==> config.mk <==
export PLATFORM = sky130hd
export DESIGN_NAME = uart_tx_serializer
export DESIGN_NICKNAME = d
export VERILOG_FILES = /design/src/rtl/uart_tx_serializer.sv
export SDC_FILE = /design/constraint.sdc
export NUM_CORES = 1
export LEC_CHECK = 0
export CAP_MARGIN = 20
export CORE_MARGIN = 8
export CORE_UTILIZATION = 52
export CTS_CLUSTER_SIZE = 28
export DETAILED_ROUTE_END_ITERATION = 16
export HOLD_SLACK_MARGIN = 0.02
export PLACE_DENSITY = 0.77
export SKIP_CTS_REPAIR_TIMING = 1
export SYNTH_ARGS = -nofsm -noshare
export SYNTH_HDL_FRONTEND = slang
export SYNTH_SLANG_ARGS = --single-unit
export TNS_END_PERCENT = 5
==> constraint.sdc <==
create_clock -name CLK -period 2.9 [get_ports CLK]
set_clock_uncertainty 0.2 [all_clocks]
set_input_delay 0.29 -clock CLK [delete_from_list [all_inputs] [get_ports CLK]]
set_output_delay 0.29 -clock CLK [all_outputs]
set_load 0.02 [all_outputs]
==> src/rtl/uart_tx_serializer.sv <==
// -----------------------------------------------------------------------------
// uart_tx_serializer
//
// Frames a parallel word as start bit, data bits LSB first, an optional parity
// bit and a stop bit. It shifts the frame out at one bit per clock, because
// the clock is already the bit-rate clock.
//
// Ports
//   CLK         bit-rate clock, rising edge
//   RST         synchronous active-high reset; aborts any frame in flight
//   P_DATA      parallel word, sampled on accept
//   DATA_VALID  request strobe, only looked at while Busy is low
//   PAR_EN      1 = append a parity bit (sampled on accept)
//   PAR_TYP     0 = even parity, 1 = odd parity (sampled on accept)
//   TX_OUT      serial line, idles high (registered)
//   Busy        high from the start bit through the stop bit (registered)
// -----------------------------------------------------------------------------
module uart_tx_serializer #(
    parameter int data_Width = 8
) (
    input  logic                  CLK,
    input  logic                  RST,
    input  logic [data_Width-1:0] P_DATA,
    input  logic                  DATA_VALID,
    input  logic                  PAR_EN,
    input  logic                  PAR_TYP,
    output logic                  TX_OUT,
    output logic                  Busy
);

    // Keep the counter at least one bit wide so a 1-bit data width still elaborates.
    localparam int CW = (data_Width > 1) ? $clog2(data_Width) : 1;
    localparam logic [CW-1:0] LAST_BIT = CW'(data_Width - 1);

    typedef enum logic [2:0] {
        IDLE,
        START,
        DATA,
        PARITY,
        STOP
    } state_t;

    state_t                state_reg;
    logic [CW-1:0]         cnt_reg;
    logic [data_Width-1:0] data_reg;
    logic                  par_en_reg;
    logic                  par_typ_reg;
    logic                  tx_reg;
    logic                  busy_reg;

    logic [CW-1:0]         cnt_next;
    logic                  par_bit;

    assign cnt_next = cnt_reg + CW'(1);
    // Even parity makes the total count of ones even, so the bit is the XOR of the data.
    assign par_bit  = par_typ_reg ? ~^data_reg : ^data_reg;

    // The outputs are registered. Each transition loads tx_reg/busy_reg with the
    // values for the state being entered, so the line value always matches
    // state_reg in the same cycle.
    always_ff @(posedge CLK) begin
        if (RST) begin
            state_reg   <= IDLE;
            cnt_reg     <= '0;
            data_reg    <= '0;
            par_en_reg  <= 1'b0;
            par_typ_reg <= 1'b0;
            tx_reg      <= 1'b1;
            busy_reg    <= 1'b0;
        end else begin
            case (state_reg)
                IDLE: begin
                    tx_reg   <= 1'b1;
                    busy_reg <= 1'b0;
                    if (DATA_VALID) begin
                        data_reg    <= P_DATA;
                        par_en_reg  <= PAR_EN;
                        par_typ_reg <= PAR_TYP;
                        state_reg   <= START;
                        tx_reg      <= 1'b0;
                        busy_reg    <= 1'b1;
                    end
                end
                START: begin
                    state_reg <= DATA;
                    cnt_reg   <= '0;
                    tx_reg    <= data_reg[0];
                end
                DATA: begin
                    if (cnt_reg == LAST_BIT) begin
                        cnt_reg <= '0;
                        if (par_en_reg) begin
                            state_reg <= PARITY;
                            tx_reg    <= par_bit;
                        end else begin
                            state_reg <= STOP;
                            tx_reg    <= 1'b1;
                        end
                    end else begin
                        cnt_reg <= cnt_next;
                        tx_reg  <= data_reg[cnt_next];
                    end
                end
                PARITY: begin
                    state_reg <= STOP;
                    tx_reg    <= 1'b1;
                end
                STOP: begin
                    // DATA_VALID is deliberately not examined here. The earliest
                    // accept is the following IDLE cycle, which gives one idle-high
                    // bit between back-to-back frames.
                    state_reg <= IDLE;
                    tx_reg    <= 1'b1;
                    busy_reg  <= 1'b0;
                end
                default: begin
                    state_reg <= IDLE;
                    tx_reg    <= 1'b1;
                    busy_reg  <= 1'b0;
                end
            endcase
        end
    end

    assign TX_OUT = tx_reg;
    assign Busy   = busy_reg;

endmodule
==> results.ini, run 1 <==
[status]
run_status = finished clean

[synthesis]
syn-num-nets = 128
ys_top_cells_by_area = dfxtp_1, nand2_1, a21oi_1
ys.flop_type = dfxtp_1
async_flop_share_pct = 0
yosys.area.top_type_share_pct = 36.4
synth_area_sq_um = 990
avgSynthCellArea_sq_um = 8.76
synth_seq_cells = 18
ys_types = 34
yosysTopAreaCell = dfxtp_1
synth_edf_count = 0
synthCells = 113
synth-seq-area-share_pct = 36.4
ys_warn_count = 0

[cts]
cts_sinks = 18
path_clk_slew_ns = 0.10
htree_levels = 1
cts_tree = yes
cts_max_path_buffers = 2
numCtsBuffers = 3
clkLatencyLatePin_ns = 0.29
clock-root-buffer = clkbuf_4

[die]
pin_count = 15
initial_utilization_pct = 56.1
fp.dieW_um = 59.6
die_height_um = 59.6
core_region_area_sq_um = 1760
dieArea_sq_um = 3560
row_count = 15

[power]
power_frac_comb_pct = 21.7
internal_power_mw = 0.377
power_frac_clock_pct = 23.1
pwr-share-seq_pct = 55.2
swShare_pct = 26.9
power.switching_mw = 0.139
ir_drop_mv = 0.414
p_leak_nw = 0.423
power_density_nw_per_um2 = 444

[global_route]
grt_antenna_before_repair = 0
grt_overflow = 0
grt_pass1_vias = 775
grt_pass1_wl_mm = 3.48
track_usage_pct = 12.7
grt_max_degree = 18

[sta]
setup_tns_ns = 0
period_share_pct = 73.9
rsz0062_at_grt = no
tightest_slew_ns = 0.605
fin_crit_ns = 2.14
slew_viol_final = 0
maxSlewHeadroom_pct = 59.4
fmax_mhz = 467
hold_violations = 0
setup-violations-final = 0

[finish]
utilization_pct = 65.7
drive_gt1_share_pct = 9.68
antennaDiodeCount = 0
largest_reg_flops = 8
fill_cells = 162
area_growth_syn_to_layout_pct = 17.2
fin_nets = 141

[critical_path]
critPathCaptureType = register
crit_fanout = 5
ff2ff_setup_slack_ns = 0.76
required_ns = 2.93
reg2reg_depth = 6
critical_path_arrival_ns = 2.18
cp-start-kind = register
crit_type = reg -> reg

[detailed_routing]
drtIter0Drc = 12
vias = 795
drc = 0
first_pass_iters = 4
routed_wl_mm = 1.89
wl_per_cell_um = 12.7
ant_nets = 0
viasPerCell = 5.34

[placed_design]
hpwl_mm = 1.45
finalWeightedCongestion = 0.821
portBuffers = 14

[hold_path]
hold_depth = 2
hp-class = reg -> reg

[job]
drv_cap = 0

-- metal layers --
metal / part of all wire [%] / vias to the layer above / global-route usage (%)
met2: 49 / 16 / 19.7
met5: 0 / - / 0
met1: 46 / 362 / 16.0
met3: 3.9 / 2 / 3.04
li1: - / 415 / -
met4: 0.58 / 0 / 6.12
-- synthesized netlist by cell type, types with 2 or more instances --
cell	number
a2111oi_2	2
a21o_1	2
a21oi_1	17
clkbuf_1	5
dfxtp_1	18
ha_1	2
inv_1	3
mux2i_1	4
nand2_1	26
nand2b_1	3
nor2_1	4
o21ai_0	2
o21bai_1	2
xnor2_1	2
xnor3_1	2
-- power by group through the flow --
stage | clock network (mW) | registers (mW) | logic (mW)
after floorplan | 0 | 0.284 | 0.0803
after global placement | 0 | 0.289 | 0.110
after detailed placement | 0 | 0.290 | 0.113
after CTS | 0.127 | 0.284 | 0.113
after global routing | 0.138 | 0.288 | 0.124
final | 0.119 | 0.284 | 0.112
-- worst paths after layout --
| kind | endpoint | startpoint |
|---|---|---|
| worst max register to register | TX_OUT$_SDFF_PP1_ | cnt_reg[0]$_SDFFE_PP0P_ |
| worst max-delay path | TX_OUT$_SDFF_PP1_ | cnt_reg[0]$_SDFFE_PP0P_ |
| worst min-delay path | Busy$_SDFFE_PP0N_ | Busy$_SDFFE_PP0N_ |
| worst min register to register | Busy$_SDFFE_PP0N_ | Busy$_SDFFE_PP0N_ |
-- per-stage QoR --
stage / setup slack, ns / power, mW / std cells / area, sq um / hold slack (ns)
after floorplan: 0.840 / 0.365 / 113 / 990 / 0.159
after global placement: 0.823 / 0.400 / 146 / 1140 / 0.261
after detailed placement: 0.769 / 0.403 / 146 / 1140 / 0.270
after CTS: 0.750 / 0.524 / 149 / 1160 / 0.284
after global routing: 0.668 / 0.549 / 149 / 1160 / 0.317
final: 0.758 / 0.515 / 149 / 1160 / 0.278
-- worst max-delay path: stages (launching register included) --
cell,delay (ns)
dfxtp_1,0.37
ha_1,0.22
ha_1,0.38
mux2i_1,0.15
mux4_2,0.46
a21o_1,0.20
a21oi_2,0.12
-- kinds of logic after synthesis --
| group | synth area share, % |
|---|---|
| compound gates | 18.2 |
| xor+xnor | 9.61 |
| fa+ha+maj | 2.53 |
| buf+inv | 4.30 |
| flops | 36.4 |
| mux | 8.98 |
| simple gates | 20.0 |
-- cell usage in the layout, fill, tap and decap left out --
master	instances
nand2_1	26
a21oi_2	1
clkdlybuf4s50_1	14
nor3b_1	1
xnor2_1	2
a211oi_1	1
mux2_2	1
ha_1	2
nand2b_1	3
nand3b_1	1
a21oi_1	17
nor2_1	4
or3_1	1
o21ai_0	2
a2111oi_2	2
a21o_1	2
o21bai_1	2
or2_2	1
mux4_2	1
clkbuf_4	3
nor4b_1	1
xor3_1	1
nand3_1	1
or3b_1	1
mux2_4	1
o32ai_1	1
xor2_1	1
mux2i_1	4
buf_4	1
dfxtp_1	18
nor3_2	1
xnor3_1	2
nor2b_1	1
inv_1	3
-- final cells by class --
class	instances	area [sq um]	area share, %
multi-input cells	85	587	50.6
inverters	3	11.3	0.971
flip-flops and latches	18	360	31.1
repair buffers	15	148	12.7
well taps	25	31.3	2.70
clock buffers	3	22.5	1.94
Note: power is estimated with default switching activity, not from simulation.
==> run 2, diff against run 1 <==
--- a/config.mk
+++ b/config.mk
@@ -7,11 +7,11 @@
 export LEC_CHECK = 0
 export CAP_MARGIN = 20
 export CORE_MARGIN = 8
-export CORE_UTILIZATION = 52
+export CORE_UTILIZATION = 47
 export CTS_CLUSTER_SIZE = 28
 export DETAILED_ROUTE_END_ITERATION = 16
 export HOLD_SLACK_MARGIN = 0.02
-export PLACE_DENSITY = 0.77
+export PLACE_DENSITY = 0.74
 export SKIP_CTS_REPAIR_TIMING = 1
 export SYNTH_ARGS = -nofsm -noshare
 export SYNTH_HDL_FRONTEND = slang
==> constraint.sdc (replaced) <==
create_clock -name CLK -period 1.8 [get_ports CLK]
set_clock_uncertainty 0.2 [all_clocks]
set_input_delay 0.18 -clock CLK [delete_from_list [all_inputs] [get_ports CLK]]
set_output_delay 0.18 -clock CLK [all_outputs]
set_load 0.02 [all_outputs]
==> run 2 against run 1 <==
The run now ends with setup timing left. Clock-buffer cell count up 1. Clock power up 76%. Power grew 68%. Global-route usage grew 0.35 points. Via count rose by 3.5%. Combinational power increased by 88%. Fmax is 13% higher. Design area rose by 8.3%. Hold slack worse by 0.060 ns. Sequential share of layout area down 2.0 points. Largest cell class unchanged. Sequential power is 58% higher.
==> results.ini, run 2 (synthesized netlist as in run 1, its figures left out) <==
[sta]
slew_viol_final = 0
tightest_slew_ns = 0.313
setup-violations-final = 1
period_share_pct = 105
hold_violations = 0
maxSlewHeadroom_pct = 79.1
worst_slack_ns = -0.0875
fmax_mhz = 530
fin_crit_ns = 1.89
rsz0062_at_grt = yes

[global_route]
grt_antenna_before_repair = 0
grt_max_degree = 14
grt_overflow = 0
grt_pass1_vias = 848
track_usage_pct = 13.1
grt_pass1_wl_mm = 3.81

[die]
dieArea_sq_um = 3830
fp.dieW_um = 61.9
die_height_um = 61.9
pin_count = 15
row_count = 16
core_region_area_sq_um = 1980
initial_utilization_pct = 49.9

[cts]
cts_tree = yes
htree_levels = 1
path_clk_slew_ns = 0.10
cts_sinks = 18
numCtsBuffers = 3
clock-root-buffer = clkbuf_4
clkLatencyLatePin_ns = 0.29
cts_max_path_buffers = 2

[placed_design]
portBuffers = 14
post-place-ws_ns = -0.0761
finalWeightedCongestion = 0.767
hpwl_mm = 1.57
placedCellCount = 156

[detailed_routing]
drc = 0
wl_per_cell_um = 12.5
first_pass_iters = 4
viasPerCell = 5.14
drtIter0Drc = 29
routed_wl_mm = 1.99
ant_nets = 0
vias = 823

[power]
p_leak_nw = 0.461
ir_drop_mv = 0.571
power_density_nw_per_um2 = 691

[finish]
fin_nets = 149
final_cells = 160
largest_reg_flops = 8
drive_gt1_share_pct = 18.0
layout_commonest_cell = nand2_1
antennaDiodeCount = 0
area_growth_syn_to_layout_pct = 26.9
fill_cells = 163
layout_common_cells = nand2_1, a21oi_1, dfxtp_1

[critical_path]
max_stage_delay_ns = 0.47
r2r-end = TX_OUT$_SDFF_PP1_
regToRegStartpoint = cnt_reg[0]$_SDFFE_PP0P_
crit_path_top_delay_cell = mux4_2
crit_type = reg -> reg
ff2ff_setup_slack_ns = -0.09
critical_path_arrival_ns = 1.92
critPathCaptureType = register
crit_chain = ha_4 -> ha_4 -> mux2i_1 -> mux4_2 -> a21o_1 -> a21oi_2
crit_buf_inv = 0
required_ns = 1.83
crit_fanout = 5
crit_path_frequent_cell = ha_4
crit_family = multiplexers
cp-start-kind = register
reg2reg_depth = 6
crit_start = cnt_reg[0]$_SDFFE_PP0P_

[status]
run_status = finished with violations
violations = setup timing

[hold_path]
hold_depth = 3
hp-class = in -> reg
min_to = data_reg[6]$_SDFFE_PP0P_
hp-start = P_DATA[6]

[job]
drv_cap = 0

[run 2: worst max-delay path by stage]
| stage | to | slack [ns] | cells past startpoint |
|---|---|---|---|
| after CTS | TX_OUT$_SDFF_PP1_ | -0.11 | 6 |
| after global routing | TX_OUT$_SDFF_PP1_ | -0.16 | 6 |
| after global placement | TX_OUT$_SDFF_PP1_ | -0.05 | 6 |
| after floorplan | TX_OUT$_SDFF_PP1_ | -0.13 | 7 |
| after detailed placement | TX_OUT$_SDFF_PP1_ | -0.08 | 6 |
| final | TX_OUT$_SDFF_PP1_ | -0.09 | 6 |
[run 2: cell type report]
class,count,area (sq um),share of cell area (%)
Multi-Input combinational cell,85,612,48.7
Sequential cell,18,365,29.1
Timing Repair Buffer,23,208,16.5
Tap cell,27,33.8,2.69
Clock buffer,4,26.3,2.09
Inverter,3,11.3,0.896
[run 2: layer usage]
metal / wire (um) / vias up / global-route usage [%] / share of wire (%)
li1: - / 429 / - / -
met1: 959 / 378 / 16.5 / 48
met2: 951 / 12 / 20.7 / 48
met3: 52 / 4 / 3.50 / 2.6
met4: 29 / 0 / 4.87 / 1.5
met5: 0 / - / 0 / 0
[run 2: report_power, final]
part	leakage (nW)	switching (mW)	total, mW	internal (mW)
combinational	0.297	0.0878	0.210	0.122
clock	0.0150	0.123	0.210	0.0862
sequential	0.149	0.0244	0.448	0.424
[run 2: worst register-to-register path: cells and delay by family, from the launching register on]
kind            cells  cell delay [ns]
mux                 2             0.54
fa+ha+maj           2             0.46
flops               1             0.36
compound gates      2             0.28
[run 2: stage by stage]
step | area, sq um | hold slack, ns | setup TNS (ns) | utilization (%) | total power, mW
floorplan | 1020 | 0.0491 | -0.126 | - | 0.589
global placement | 1230 | 0.259 | -0.0500 | 62.0 | 0.663
detailed placement | 1230 | 0.270 | -0.0761 | 62.0 | 0.669
CTS | 1250 | 0.219 | -0.107 | 63.3 | 0.873
global route | 1260 | 0.230 | -0.157 | 63.4 | 0.920
finish | 1260 | 0.219 | -0.0875 | 63.4 | 0.868
==> run 3, diff against run 2 <==
--- a/config.mk
+++ b/config.mk
@@ -6,7 +6,7 @@
 export NUM_CORES = 1
 export LEC_CHECK = 0
 export CAP_MARGIN = 20
-export CORE_MARGIN = 8
+export CORE_MARGIN = 2
 export CORE_UTILIZATION = 47
 export CTS_CLUSTER_SIZE = 28
 export DETAILED_ROUTE_END_ITERATION = 16
==> run 3 against run 2 <==
The flow still finishes with violations (setup timing). Worst setup slack worse by 0.0014 ns. Flip-flop and latch count unchanged. Cell count up 0.63%. Combinational power up 2%. Non-clock buffer count up 1. Global-route usage up 5.0 points.
==> results.ini, run 3 (synthesized netlist as in run 1, its figures left out) <==
[die]
core_region_area_sq_um = 1980
initial_utilization_pct = 49.9
pin_count = 15
dieArea_sq_um = 2490
row_count = 16
fp.dieW_um = 49.9
die_height_um = 49.9

[global_route]
grt_overflow = 0
track_usage_pct = 18.1
grt_pass1_vias = 826
grt_pass1_wl_mm = 3.48
grt_antenna_before_repair = 0
grt_max_degree = 14

[critical_path]
regToRegStartpoint = cnt_reg[0]$_SDFFE_PP0P_
crit_path_frequent_cell = ha_4
max_stage_delay_ns = 0.46
crit_chain = ha_4 -> ha_4 -> mux2i_1 -> mux4_2 -> a21o_1 -> a21oi_2
critical_path_arrival_ns = 1.92
crit_start = cnt_reg[0]$_SDFFE_PP0P_
critPathCaptureType = register
crit_type = reg -> reg
crit_family = multiplexers
crit_buf_inv = 0
crit_path_top_delay_cell = mux4_2
cp-start-kind = register
required_ns = 1.84
crit_fanout = 5

[finish]
area_growth_syn_to_layout_pct = 28.7
drive_gt1_share_pct = 19.4
final_cells = 161
multi_input_area_sq_um = 612
layout_commonest_cell = nand2_1
largest_reg_flops = 8
antennaDiodeCount = 0
fin_nets = 150
utilization_pct = 64.3
layout_common_cells = nand2_1, a21oi_1, dfxtp_1
fill_cells = 163
regArea_sq_um = 365

[detailed_routing]
vias = 831
routed_wl_mm = 1.90
first_pass_iters = 4
viasPerCell = 5.16
drtIter0Drc = 16
drc = 0
wl_per_cell_um = 11.8
ant_nets = 0

[hold_path]
hp-start = PAR_EN
hp-class = in -> reg

[placed_design]
post-place-ws_ns = -0.0841
placedCellCount = 157
hpwl_mm = 1.49
portBuffers = 14
finalWeightedCongestion = 0.766

[sta]
worst_slack_ns = -0.0889
setup-violations-final = 1
fin_crit_ns = 1.89
maxSlewHeadroom_pct = 77.6
period_share_pct = 105
fmax_mhz = 529
slew_viol_final = 0
tightest_slew_ns = 0.336
rsz0062_at_grt = yes
holdWs_ns = 0.226
hold_violations = 0

[cts]
path_clk_slew_ns = 0.10
htree_levels = 1
numCtsBuffers = 3
clock-root-buffer = clkbuf_4
cts_max_path_buffers = 2
cts_sinks = 18
cts_tree = yes
clkLatencyLatePin_ns = 0.29

[job]
drv_cap = 0

[power]
power_density_nw_per_um2 = 716
ir_drop_mv = 0.490
p_leak_nw = 0.472
total_power_mw = 0.911

[status]
violations = setup timing
run_status = finished with violations

run 3: cell count changes in the layout (fill, tap and decap cells not counted):
| cell | previous run | this run |
|---|---|---|
| buf_4 | 9 | 10 |
| clkbuf_8 | 0 | 1 |
| clkbuf_1 | 1 | 0 |
run 3: power breakdown:
part           internal, mW  switching [mW]
clock network         0.123           0.126
logic                 0.124          0.0902
registers             0.424          0.0241
total                 0.671           0.240
run 3: layout make-up:
class                      instances  area share [%]
timing repair buffer              24            16.9
clock buffer                       4            2.85
tap                               27            2.65
inverter                           3           0.884
sequential                        18            28.7
multi-input combinational         85            48.0
run 3: through the flow:
step	instance area, sq um	setup TNS (ns)
detailed placement	1240	-0.0841
floorplan	1020	-0.126
CTS	1270	-0.116
finish	1270	-0.0889
global route	1270	-0.174
global placement	1240	-0.0503
run 3: worst paths after layout:
| kind | to | slack [ns] | cells past startpoint |
|---|---|---|---|
| max | TX_OUT$_SDFF_PP1_ | -0.09 | 6 |
| max reg2reg | TX_OUT$_SDFF_PP1_ | -0.09 | 6 |
| min reg2reg | Busy$_SDFFE_PP0N_ | 0.28 | 2 |
| min | par_en_reg$_SDFFE_PP0P_ | 0.23 | 3 |
run 3: per-layer routing:
layer / vias to the layer above / track usage [%] / wire length, um
li1: 432 / - / -
met1: 379 / 22.1 / 851
met5: - / 0 / 0
met3: 4 / 2.73 / 62
met4: 0 / 5.56 / 25
met2: 16 / 32.4 / 965
run 3: tightest hold or removal path, cell delays in order:
cell and delay (ns):
clkdlybuf4s50_1 0.39, nand2_1 0.05, a21oi_1 0.05
